$ cat src/rtl/msdap_pkg.sv
// Shared MSDAP constants and the output serializer state type.
// Contents: output word width, default inter-frame gap, tx state enum.
package msdap_pkg;

  localparam int MSDAP_OUT_W = 40;
  localparam int TX_GAP_DEF  = 2;

  typedef enum logic [1:0] {
    TX_IDLE,
    TX_SHIFT,
    TX_GAP,
    TX_PARITY
  } tx_state_t;

endpackage

$ cat src/rtl/msdap_serial_tx_if.sv
// Valid/ready result-pair bus from the compute block to the serializer.
// Signals: in_valid, in_ready, in_data_l, in_data_r (two's complement).
interface msdap_serial_tx_if
  import msdap_pkg::*;
#(
  parameter int W = MSDAP_OUT_W
);

  logic         in_valid;
  logic         in_ready;
  logic [W-1:0] in_data_l;
  logic [W-1:0] in_data_r;

  modport master (
    output in_valid,
    output in_data_l,
    output in_data_r,
    input  in_ready
  );

  modport slave (
    input  in_valid,
    input  in_data_l,
    input  in_data_r,
    output in_ready
  );

endinterface

$ cat src/rtl/msdap_piso_shift.sv
// Parallel-load, MSB-first shift register for one serial channel.
// Ports: sClk, reset_n, i_load, i_shift, i_data; o_next = bit after MSB.
module msdap_piso_shift #(
  parameter int W = 40
) (
  input  logic         sClk,
  input  logic         reset_n,
  input  logic         i_load,
  input  logic         i_shift,
  input  logic [W-1:0] i_data,
  output logic         o_next
);

  logic [W-1:0] r_sh;

  // MSB of r_sh is the bit on the line; o_next is the one to drive next.
  assign o_next = r_sh[W-2];

  always_ff @(posedge sClk or negedge reset_n) begin
    if (!reset_n) begin
      r_sh <= '0;
    end else if (i_load) begin
      r_sh <= i_data;
    end else if (i_shift) begin
      r_sh <= {r_sh[W-2:0], 1'b0};
    end
  end

endmodule

$ cat src/rtl/msdap_serial_tx.sv
// MSDAP output serializer: L/R word pairs out MSB-first with frame pulse.
// Ports: sClk, reset_n, flush, s_in (slave bus), out_frame,
// out_bit_l, out_bit_r, busy. Option: MSDAP_TX_PARITY_EN adds a
// trailing even-parity cycle per word.
module msdap_serial_tx
  import msdap_pkg::*;
#(
  parameter int WORD_W     = MSDAP_OUT_W,
  parameter int GAP_CYCLES = TX_GAP_DEF
) (
  input  logic             sClk,
  input  logic             reset_n,
  input  logic             flush,
  msdap_serial_tx_if.slave s_in,
  output logic             out_frame,
  output logic             out_bit_l,
  output logic             out_bit_r,
  output logic             busy
);

  localparam int CW = $clog2(WORD_W + 1);
  localparam logic [CW-1:0] CNT_MSB = CW'(WORD_W - 1);
  localparam logic [CW-1:0] CNT_GAP =
    CW'((GAP_CYCLES > 0) ? GAP_CYCLES - 1 : 0);

  tx_state_t      r_state, w_nx_state;
  logic [CW-1:0]  r_cnt, w_nx_cnt;
  logic           r_full, w_nx_full;
  logic [WORD_W-1:0] r_buf_l, r_buf_r;
  logic           r_frame, r_bit_l, r_bit_r, r_busy;
  logic           w_frame, w_bit_l, w_bit_r;
  logic           w_load, w_shift, w_take;
  logic           w_eow, w_idle;
  logic           w_next_l, w_next_r;
`ifdef MSDAP_TX_PARITY_EN
  logic           r_par_l, r_par_r;
`endif

  assign s_in.in_ready = !r_full;
  assign w_take = s_in.in_valid && !r_full && !flush;

  assign out_frame = r_frame;
  assign out_bit_l = r_bit_l;
  assign out_bit_r = r_bit_r;
  assign busy      = r_busy;

  msdap_piso_shift #(.W(WORD_W)) u_piso_l (
    .sClk    (sClk),
    .reset_n (reset_n),
    .i_load  (w_load),
    .i_shift (w_shift),
    .i_data  (r_buf_l),
    .o_next  (w_next_l)
  );

  msdap_piso_shift #(.W(WORD_W)) u_piso_r (
    .sClk    (sClk),
    .reset_n (reset_n),
    .i_load  (w_load),
    .i_shift (w_shift),
    .i_data  (r_buf_r),
    .o_next  (w_next_r)
  );

  always_comb begin
    w_nx_state = r_state;
    w_nx_cnt   = r_cnt;
    w_frame    = 1'b0;
    w_bit_l    = 1'b0;
    w_bit_r    = 1'b0;
    w_load     = 1'b0;
    w_shift    = 1'b0;
    w_eow      = 1'b0;
    w_idle     = 1'b0;
    unique case (r_state)
      TX_IDLE: w_idle = 1'b1;
      TX_SHIFT: begin
        if (r_cnt != '0) begin
          w_shift  = 1'b1;
          w_nx_cnt = r_cnt - 1'b1;
          w_bit_l  = w_next_l;
          w_bit_r  = w_next_r;
        end else begin
`ifdef MSDAP_TX_PARITY_EN
          w_nx_state = TX_PARITY;
          w_bit_l    = r_par_l;
          w_bit_r    = r_par_r;
`else
          w_eow = 1'b1;
`endif
        end
      end
      TX_PARITY: w_eow = 1'b1;
      TX_GAP: begin
        // Last gap cycle is spent in IDLE so a load lands right after it.
        if (r_cnt <= CW'(1)) begin
          w_nx_state = TX_IDLE;
          w_nx_cnt   = '0;
        end else begin
          w_nx_cnt = r_cnt - 1'b1;
        end
      end
      default: w_nx_state = TX_IDLE;
    endcase
    if (w_eow) begin
      if (GAP_CYCLES > 1) begin
        w_nx_state = TX_GAP;
        w_nx_cnt   = CNT_GAP;
      end else if (GAP_CYCLES == 1) begin
        w_nx_state = TX_IDLE;
        w_nx_cnt   = '0;
      end else begin
        w_idle = 1'b1;
      end
    end
    if (w_idle) begin
      if (r_full) begin
        w_load     = 1'b1;
        w_nx_state = TX_SHIFT;
        w_nx_cnt   = CNT_MSB;
        w_frame    = 1'b1;
        w_bit_l    = r_buf_l[WORD_W-1];
        w_bit_r    = r_buf_r[WORD_W-1];
      end else begin
        w_nx_state = TX_IDLE;
        w_nx_cnt   = '0;
      end
    end
    if (flush) begin
      w_nx_state = TX_IDLE;
      w_nx_cnt   = '0;
      w_frame    = 1'b0;
      w_bit_l    = 1'b0;
      w_bit_r    = 1'b0;
      w_load     = 1'b0;
      w_shift    = 1'b0;
    end
    // New word wins over the load: buffer stays full on a same-edge pair.
    if (flush)       w_nx_full = 1'b0;
    else if (w_take) w_nx_full = 1'b1;
    else if (w_load) w_nx_full = 1'b0;
    else             w_nx_full = r_full;
  end

  always_ff @(posedge sClk or negedge reset_n) begin
    if (!reset_n) begin
      r_state <= TX_IDLE;
      r_cnt   <= '0;
      r_full  <= 1'b0;
      r_buf_l <= '0;
      r_buf_r <= '0;
      r_frame <= 1'b0;
      r_bit_l <= 1'b0;
      r_bit_r <= 1'b0;
      r_busy  <= 1'b0;
    end else begin
      r_state <= w_nx_state;
      r_cnt   <= w_nx_cnt;
      r_full  <= w_nx_full;
      r_frame <= w_frame;
      r_bit_l <= w_bit_l;
      r_bit_r <= w_bit_r;
      r_busy  <= (w_nx_state != TX_IDLE) || w_nx_full;
      if (w_take) begin
        r_buf_l <= s_in.in_data_l;
        r_buf_r <= s_in.in_data_r;
      end
    end
  end

`ifdef MSDAP_TX_PARITY_EN
  always_ff @(posedge sClk or negedge reset_n) begin
    if (!reset_n) begin
      r_par_l <= 1'b0;
      r_par_r <= 1'b0;
    end else if (w_load) begin
      r_par_l <= ^r_buf_l;
      r_par_r <= ^r_buf_r;
    end
  end
`endif

endmodule

$ cat src/flat_wrapper.sv
// flat-port wrapper written by rule: the top's interface ports become plain ports
module msdap_serial_tx_flat import msdap_pkg::*;
#(
  parameter int WORD_W     = MSDAP_OUT_W,
  parameter int GAP_CYCLES = TX_GAP_DEF
)
  (sClk, reset_n, flush, out_frame, out_bit_l, out_bit_r, busy, s_in_in_valid, s_in_in_data_l, s_in_in_data_r, s_in_in_ready);
  msdap_serial_tx_if #(.W((40))) s_in_i ();
  input  logic sClk;
  input  logic reset_n;
  input  logic flush;
  output logic out_frame;
  output logic out_bit_l;
  output logic out_bit_r;
  output logic busy;
  input wire logic [$bits(s_in_i.in_valid)-1:0] s_in_in_valid;
  input wire logic [$bits(s_in_i.in_data_l)-1:0] s_in_in_data_l;
  input wire logic [$bits(s_in_i.in_data_r)-1:0] s_in_in_data_r;
  output wire logic [$bits(s_in_i.in_ready)-1:0] s_in_in_ready;
  assign s_in_i.in_valid = s_in_in_valid;
  assign s_in_i.in_data_l = s_in_in_data_l;
  assign s_in_i.in_data_r = s_in_in_data_r;
  assign s_in_in_ready = s_in_i.in_ready;
  msdap_serial_tx #(.WORD_W(WORD_W), .GAP_CYCLES(GAP_CYCLES)) u_core (.sClk(sClk), .reset_n(reset_n), .flush(flush), .s_in(s_in_i), .out_frame(out_frame), .out_bit_l(out_bit_l), .out_bit_r(out_bit_r), .busy(busy));
endmodule
$ cat config.mk
export PLATFORM = sky130hd
export DESIGN_NAME = msdap_serial_tx_flat
export DESIGN_NICKNAME = d
export VERILOG_FILES = /design/src/rtl/msdap_pkg.sv /design/src/rtl/msdap_serial_tx_if.sv /design/src/rtl/msdap_piso_shift.sv /design/src/rtl/msdap_serial_tx.sv /design/src/flat_wrapper.sv
export SDC_FILE = /design/constraint.sdc
export NUM_CORES = 1
export LEC_CHECK = 0
export CAP_MARGIN = 20
export CORE_ASPECT_RATIO = 0.75
export CORE_MARGIN = 8
export CORE_UTILIZATION = 55
export CTS_CLUSTER_DIAMETER = 120
export DETAILED_ROUTE_END_ITERATION = 16
export GPL_TIMING_DRIVEN = 0
export PLACE_DENSITY = 0.79
export SLEW_MARGIN = 5
export SYNTH_ARGS = -nofsm -noshare
export SYNTH_HDL_FRONTEND = slang
export SYNTH_SLANG_ARGS = --single-unit
$ cat constraint.sdc
create_clock -name sClk -period 2.6 [get_ports sClk]
set_clock_uncertainty 0.2 [all_clocks]
set_input_delay 0.39 -clock sClk [delete_from_list [all_inputs] [get_ports sClk]]
set_output_delay 0.39 -clock sClk [all_outputs]
set_load 0.005 [all_outputs]
**Word-level counts from Yosys, hierarchy flattened**

Cells that the tools add are included.

- Flip-flop bits (word level): 171

- $add $sub $neg: 1
- Order comparisons: 1
- Equal/unequal tests: 4
- Multiplexer cells: 39
- Reduce and logical (&&, ||, !) cells: 11

Operator list:

| operator | number |
|---|---|
| two-way mux 39 bit | 4 |
| two-way mux 6 bit | 6 |
| two-way mux 1 bit | 22 |
| case mux 6 bit (2 select lines) | 1 |
| two-way mux 2 bit | 5 |
| less-or-equal comparator 6 x 1 -> 1 bit (second input constant) | 1 |
| nonzero test 6 bit | 1 |
| subtractor 6 x 1 -> 6 bit (second input constant) | 1 |
| != test 5 x 2 -> 1 bit (second input constant) | 1 |
| nonzero test 5 bit | 1 |
| equality test 2 bit (second input constant) | 2 |
| nonzero test 2 bit | 2 |
| equality test 2 x 1 -> 1 bit (second input constant) | 1 |
| logical AND 1 bit | 2 |
| logical NOT 1 bit | 2 |
| logical NOT 2 bit | 1 |
| case mux 1 bit (2 select lines) | 1 |
| AND reduction 2 bit | 1 |
| logical OR 1 bit | 1 |

**Logic depth before layout (Yosys ltp)**

- Depth after elaboration: 8
- Mapped depth: 8
- Mapped depth without buffers: 6

**Hierarchy**

A second synthesis with hierarchy kept.

- Cell total of the unflattened synthesis: 577
- Area total of the unflattened synthesis: 7728.7 µm²

Modules (own cells, without submodules):

| module | instances | cells an instance | area an instance (µm²) |
|---|---|---|---|
| msdap_serial_tx | 1 | 239 | 4102.7 |
| msdap_piso_shift | 2 | 169 | 1813.0 |

**Least setup slack after synthesis**

OpenSTA, ideal clock, no wires.

- Path kind: flip-flop to flip-flop
- Start point: register u_core.r_cnt[0]
- End point: register u_core.u_piso_r.r_sh[27]
- Arrival: 1.691 ns
- Setup slack: 0.583 ns
- Stages on the path, launching flop included: 9
- Clock period less this slack: 2.017 ns
- Cells stage by stage: dfrtp_1 inv_1 ha_1 clkbuf_1 a21bo_4 buf_6 clkbuf_1 and3_1 a221o_1

- Cells in the longest elaborated chain, start to end: 5

RTL lines:

| element | RTL line | text |
|---|---|---|
| from (decl) | msdap_serial_tx.sv:27 | `logic [CW-1:0] r_cnt, w_nx_cnt;` |
| from (signal assigned) | msdap_serial_tx.sv:158 | `r_cnt <= w_nx_cnt;` |
| nonzero test 6 bit | msdap_serial_tx.sv:78 | `if (r_cnt != '0) begin` |
| two-way mux 1 bit | msdap_serial_tx.sv:78 |  |
| two-way mux 1 bit | msdap_serial_tx.sv:75 | `unique case (r_state)` |
| two-way mux 1 bit | msdap_serial_tx.sv:129 | `if (flush) begin` |
| nonzero test 2 bit (no source line) | -- |  |
| to (signal assigned) | msdap_piso_shift.sv:23 | `r_sh <= i_data;` |
| to (signal assigned) | msdap_piso_shift.sv:25 | `r_sh <= {r_sh[W-2:0], 1'b0};` |
| to (decl) | msdap_piso_shift.sv:14 | `logic [W-1:0] r_sh;` |

Every way passes these cells.
A chain may end at the register's enable or synchronous reset.

**Final worst setup path**

- Start point: register u_core.r_cnt[0]
- End point: register u_core.u_piso_l.r_sh[38]

- Cells in the longest elaborated chain, start to end: 5

RTL lines:

| element | RTL line |
|---|---|
| nonzero test 6 bit | msdap_serial_tx.sv:78 |
| two-way mux 1 bit | msdap_serial_tx.sv:78 |
| two-way mux 1 bit | msdap_serial_tx.sv:75 |
| two-way mux 1 bit | msdap_serial_tx.sv:129 |
| nonzero test 2 bit (no source line) | -- |
| to (signal assigned) | msdap_piso_shift.sv:23 |
| to (signal assigned) | msdap_piso_shift.sv:25 |
| to (decl) | msdap_piso_shift.sv:14 |

Every way passes these cells.

==> results.toml <==
[floorplan]
fp.dieW_um = 146
core_area_um2 = 12300
ioPinCount = 89
die-area_um2 = 16600
die_y_um = 114
start_util = 0.567
fp-row-count = 35

[clock_network]
cts_root_buf = "clkbuf_16"
cts_tree = "done"
clk_latency_ps = 420
clkTransAtPathRegs_ps = 60
cts_buffers = 17
htreeDepth = 4
cts.sinks = 171
clockBufferDepth = 2

[sta]
setup_viol = 0
hold_viol = 0
period_share = 0.930
setup_ws_ps = 181
rsz0062_at_grt = "no"
setup_tns_ps = 0
tightestPinTransition_ps = 536
maxSlewViolCount = 0
fin_crit_ps = 2420
max_freq_mhz = 413
slew_headroom = 0.642

[placed_design]
gp_congestion = 0.824
port_buffers = 88
dpl.hpwl_mm = 10.6
dp_worst_setup_slack_ps = -211

[power_and_ir_drop]
finalPower_mw = 8.22
pwr-share-seq = 0.492
p_comb_frac = 0.213
swShare = 0.266
p_sw_mw = 2.19
power.internal_mw = 6.03
peakVddDrop_uv = 525
powerDensity_nw_per_um2 = 946
p_leak_nw = 3.97
power_frac_clock = 0.295

[global_route]
grt_antenna_before_repair = 0
grt_pass1_wl_mm = 26.0
overflow = 0
grt_pass1_vias = 5092
grtUsageTotal = 0.195
grt_max_degree = 101

[synthesis]
syn-cell-area_um2 = 7000
synth_commonest_cells = "dfrtp_1, mux2_2, a221o_1, and3_1, buf_2"
ys_ff_latch = 171
syn_nets = 585
yosys_warnings = 0
synth_top_area_cell = "dfrtp_1"
async_flop_share = 1.00
synth_edf_count = 0
ys_seq_area_frac = 0.611
ys.flop_type = "dfrtp_1"
yosys-top-cells-area = "dfrtp_1, mux2_2, a221o_1"
synth_cells = 499
synth.top_cell.area_share = 0.611
ys_types = 31
syn_area_per_cell_um2 = 14.0
synth_most_common_cell = "dfrtp_1"

[critical_path]
required_ps = 2730
path_max_fanout = 10
critical_path_class = "reg -> reg"
cp.arrival_ps = 2550
startpoint_type = "flop"
worstSetupEndpointType = "flop"

[final_layout]
nNetsFinal = 694
layout-drive-gt1-share = 0.233
syn_to_final_growth_pct = 24.1
register_area_um2 = 4280
nFillCells = 838
multi_input_area_um2 = 2450
num_antenna_cells = 0

[drt]
route.detailed.drc = 0
first_pass_iters = 5
drtIter0Drc = 327
routedWlPerCell_um = 20.3
wl_mm = 15.9
ant_nets = 0
vias_per_cell = 6.07
vias = 4751

[min_path]
hp-class = "reg -> reg"

[run]
drv_cap = 0

[status]
outcome = "complete, no violations"
## metal layers
layer	track usage	routed length, µm
met5	0	0
met4	0.0726	229
met3	0.0435	702
met2	0.302	7640
met1	0.265	7350
## critical path, stage by stage (launching register included)
cell,delay [ps]
dfrtp_1,370
inv_1,70
ha_1,190
clkbuf_1,230
a21boi_2,400
buf_2,330
buf_2,280
a21oi_1,100
a21oi_1,160
## power groups by stage
stage	sequential, mW	clock, mW	combinational [mW]
floorplan	3.86	0	1.30
global placement	4.00	0	1.63
detailed placement	4.03	0	1.73
CTS	4.03	2.46	1.77
global route	4.13	2.57	1.92
finish	4.04	2.42	1.75
## worst paths after layout
kind / from / end / slack, ps / depth (start not counted)
worst max-delay path: u_core.r_cnt[0]$_DFFE_PN0P_ / u_core.u_piso_l.r_sh[38]$_DFFE_PN0P_ / 180 / 8
worst min-delay path: u_core.r_buf_r[0]$_DFFE_PN0P_ / u_core.u_piso_r.r_sh[0]$_DFFE_PN0P_ / 280 / 2
worst max register to register: u_core.r_cnt[0]$_DFFE_PN0P_ / u_core.u_piso_l.r_sh[38]$_DFFE_PN0P_ / 180 / 8
worst min register to register: u_core.r_buf_r[0]$_DFFE_PN0P_ / u_core.u_piso_r.r_sh[0]$_DFFE_PN0P_ / 280 / 2
max in group asynchronous: reset_n / u_core.r_full$_DFF_PN0_ / 1050 / 3
min in group asynchronous: reset_n / u_core.r_buf_l[30]$_DFFE_PN0P_ / 320 / 2
## placed cells by master, fill, tap and decap left out, types with 2 or more instances in the layout
cell type and n:
clkbuf_16 17, nor2_1 10, bufinv_16 2, a221o_1 74
a21oi_1 6, buf_2 18, and3_1 74, nand3_1 2
dfrtp_1 171, clkinvlp_4 3, xor2_1 2, o21ai_0 3
clkbuf_8 2, ha_1 2, a22o_1 2, clkinv_2 3
xnor2_1 2, a211oi_1 2, buf_6 9, clkdlybuf4s50_1 87
clkbuf_1 16, inv_1 4, mux2_2 80, nand2_1 9
## sequential cells by signal (all words and copies together), names as in the netlist
signal                cells
u_core.r_buf_l           40
u_core.r_buf_r           40
u_core.u_piso_l.r_sh     39
u_core.u_piso_r.r_sh     39
u_core.r_cnt              6
u_core.r_state            2
u_core.busy               1
u_core.out_bit_l          1
u_core.out_bit_r          1
u_core.out_frame          1
u_core.r_full             1
## final cells by class
type | count | share of cell area
Buffer | 43 | 0.0291
Clock buffer | 20 | 0.0526
Clock inverter | 8 | 0.0112
Inverter | 5 | 0.00216
Multi-Input combinational cell | 280 | 0.282
Sequential cell | 171 | 0.492
Tap cell | 166 | 0.0239
Timing Repair Buffer | 90 | 0.106
## timing repair
action | in CTS | in global routing
resized for setup | 0 | 2
hold buffers | 1 | 0
buffers inserted | 0 | 0
endpoints found under the setup margin | 0 | 9
endpoints found under the hold margin | 71 | 0
## per-stage QoR
step | std cells | hold slack, ps | instance area [µm²] | util
after floorplan | 499 | -106 | 7000 | -
after global placement | 753 | 246 | 8090 | 0.655
after detailed placement | 754 | 187 | 8120 | 0.658
after CTS | 783 | 284 | 8690 | 0.704
after global routing | 783 | 319 | 8690 | 0.704
final | 783 | 279 | 8690 | 0.704
## kinds of logic (layout without fill, tap and decap cells)
logic type / Yosys count / after routing / share of synthesized area
flops: 171 / 171 / 0.611
mux: 81 / 81 / 0.130
fa+ha+maj: 2 / 2 / 0.00357
compound gates: 92 / 92 / 0.125
buf+inv: 48 / 166 / 0.0386
xor+xnor: 4 / 4 / 0.00500
simple gates: 101 / 101 / 0.0868
Note: power is estimated with default switching activity, not from simulation.
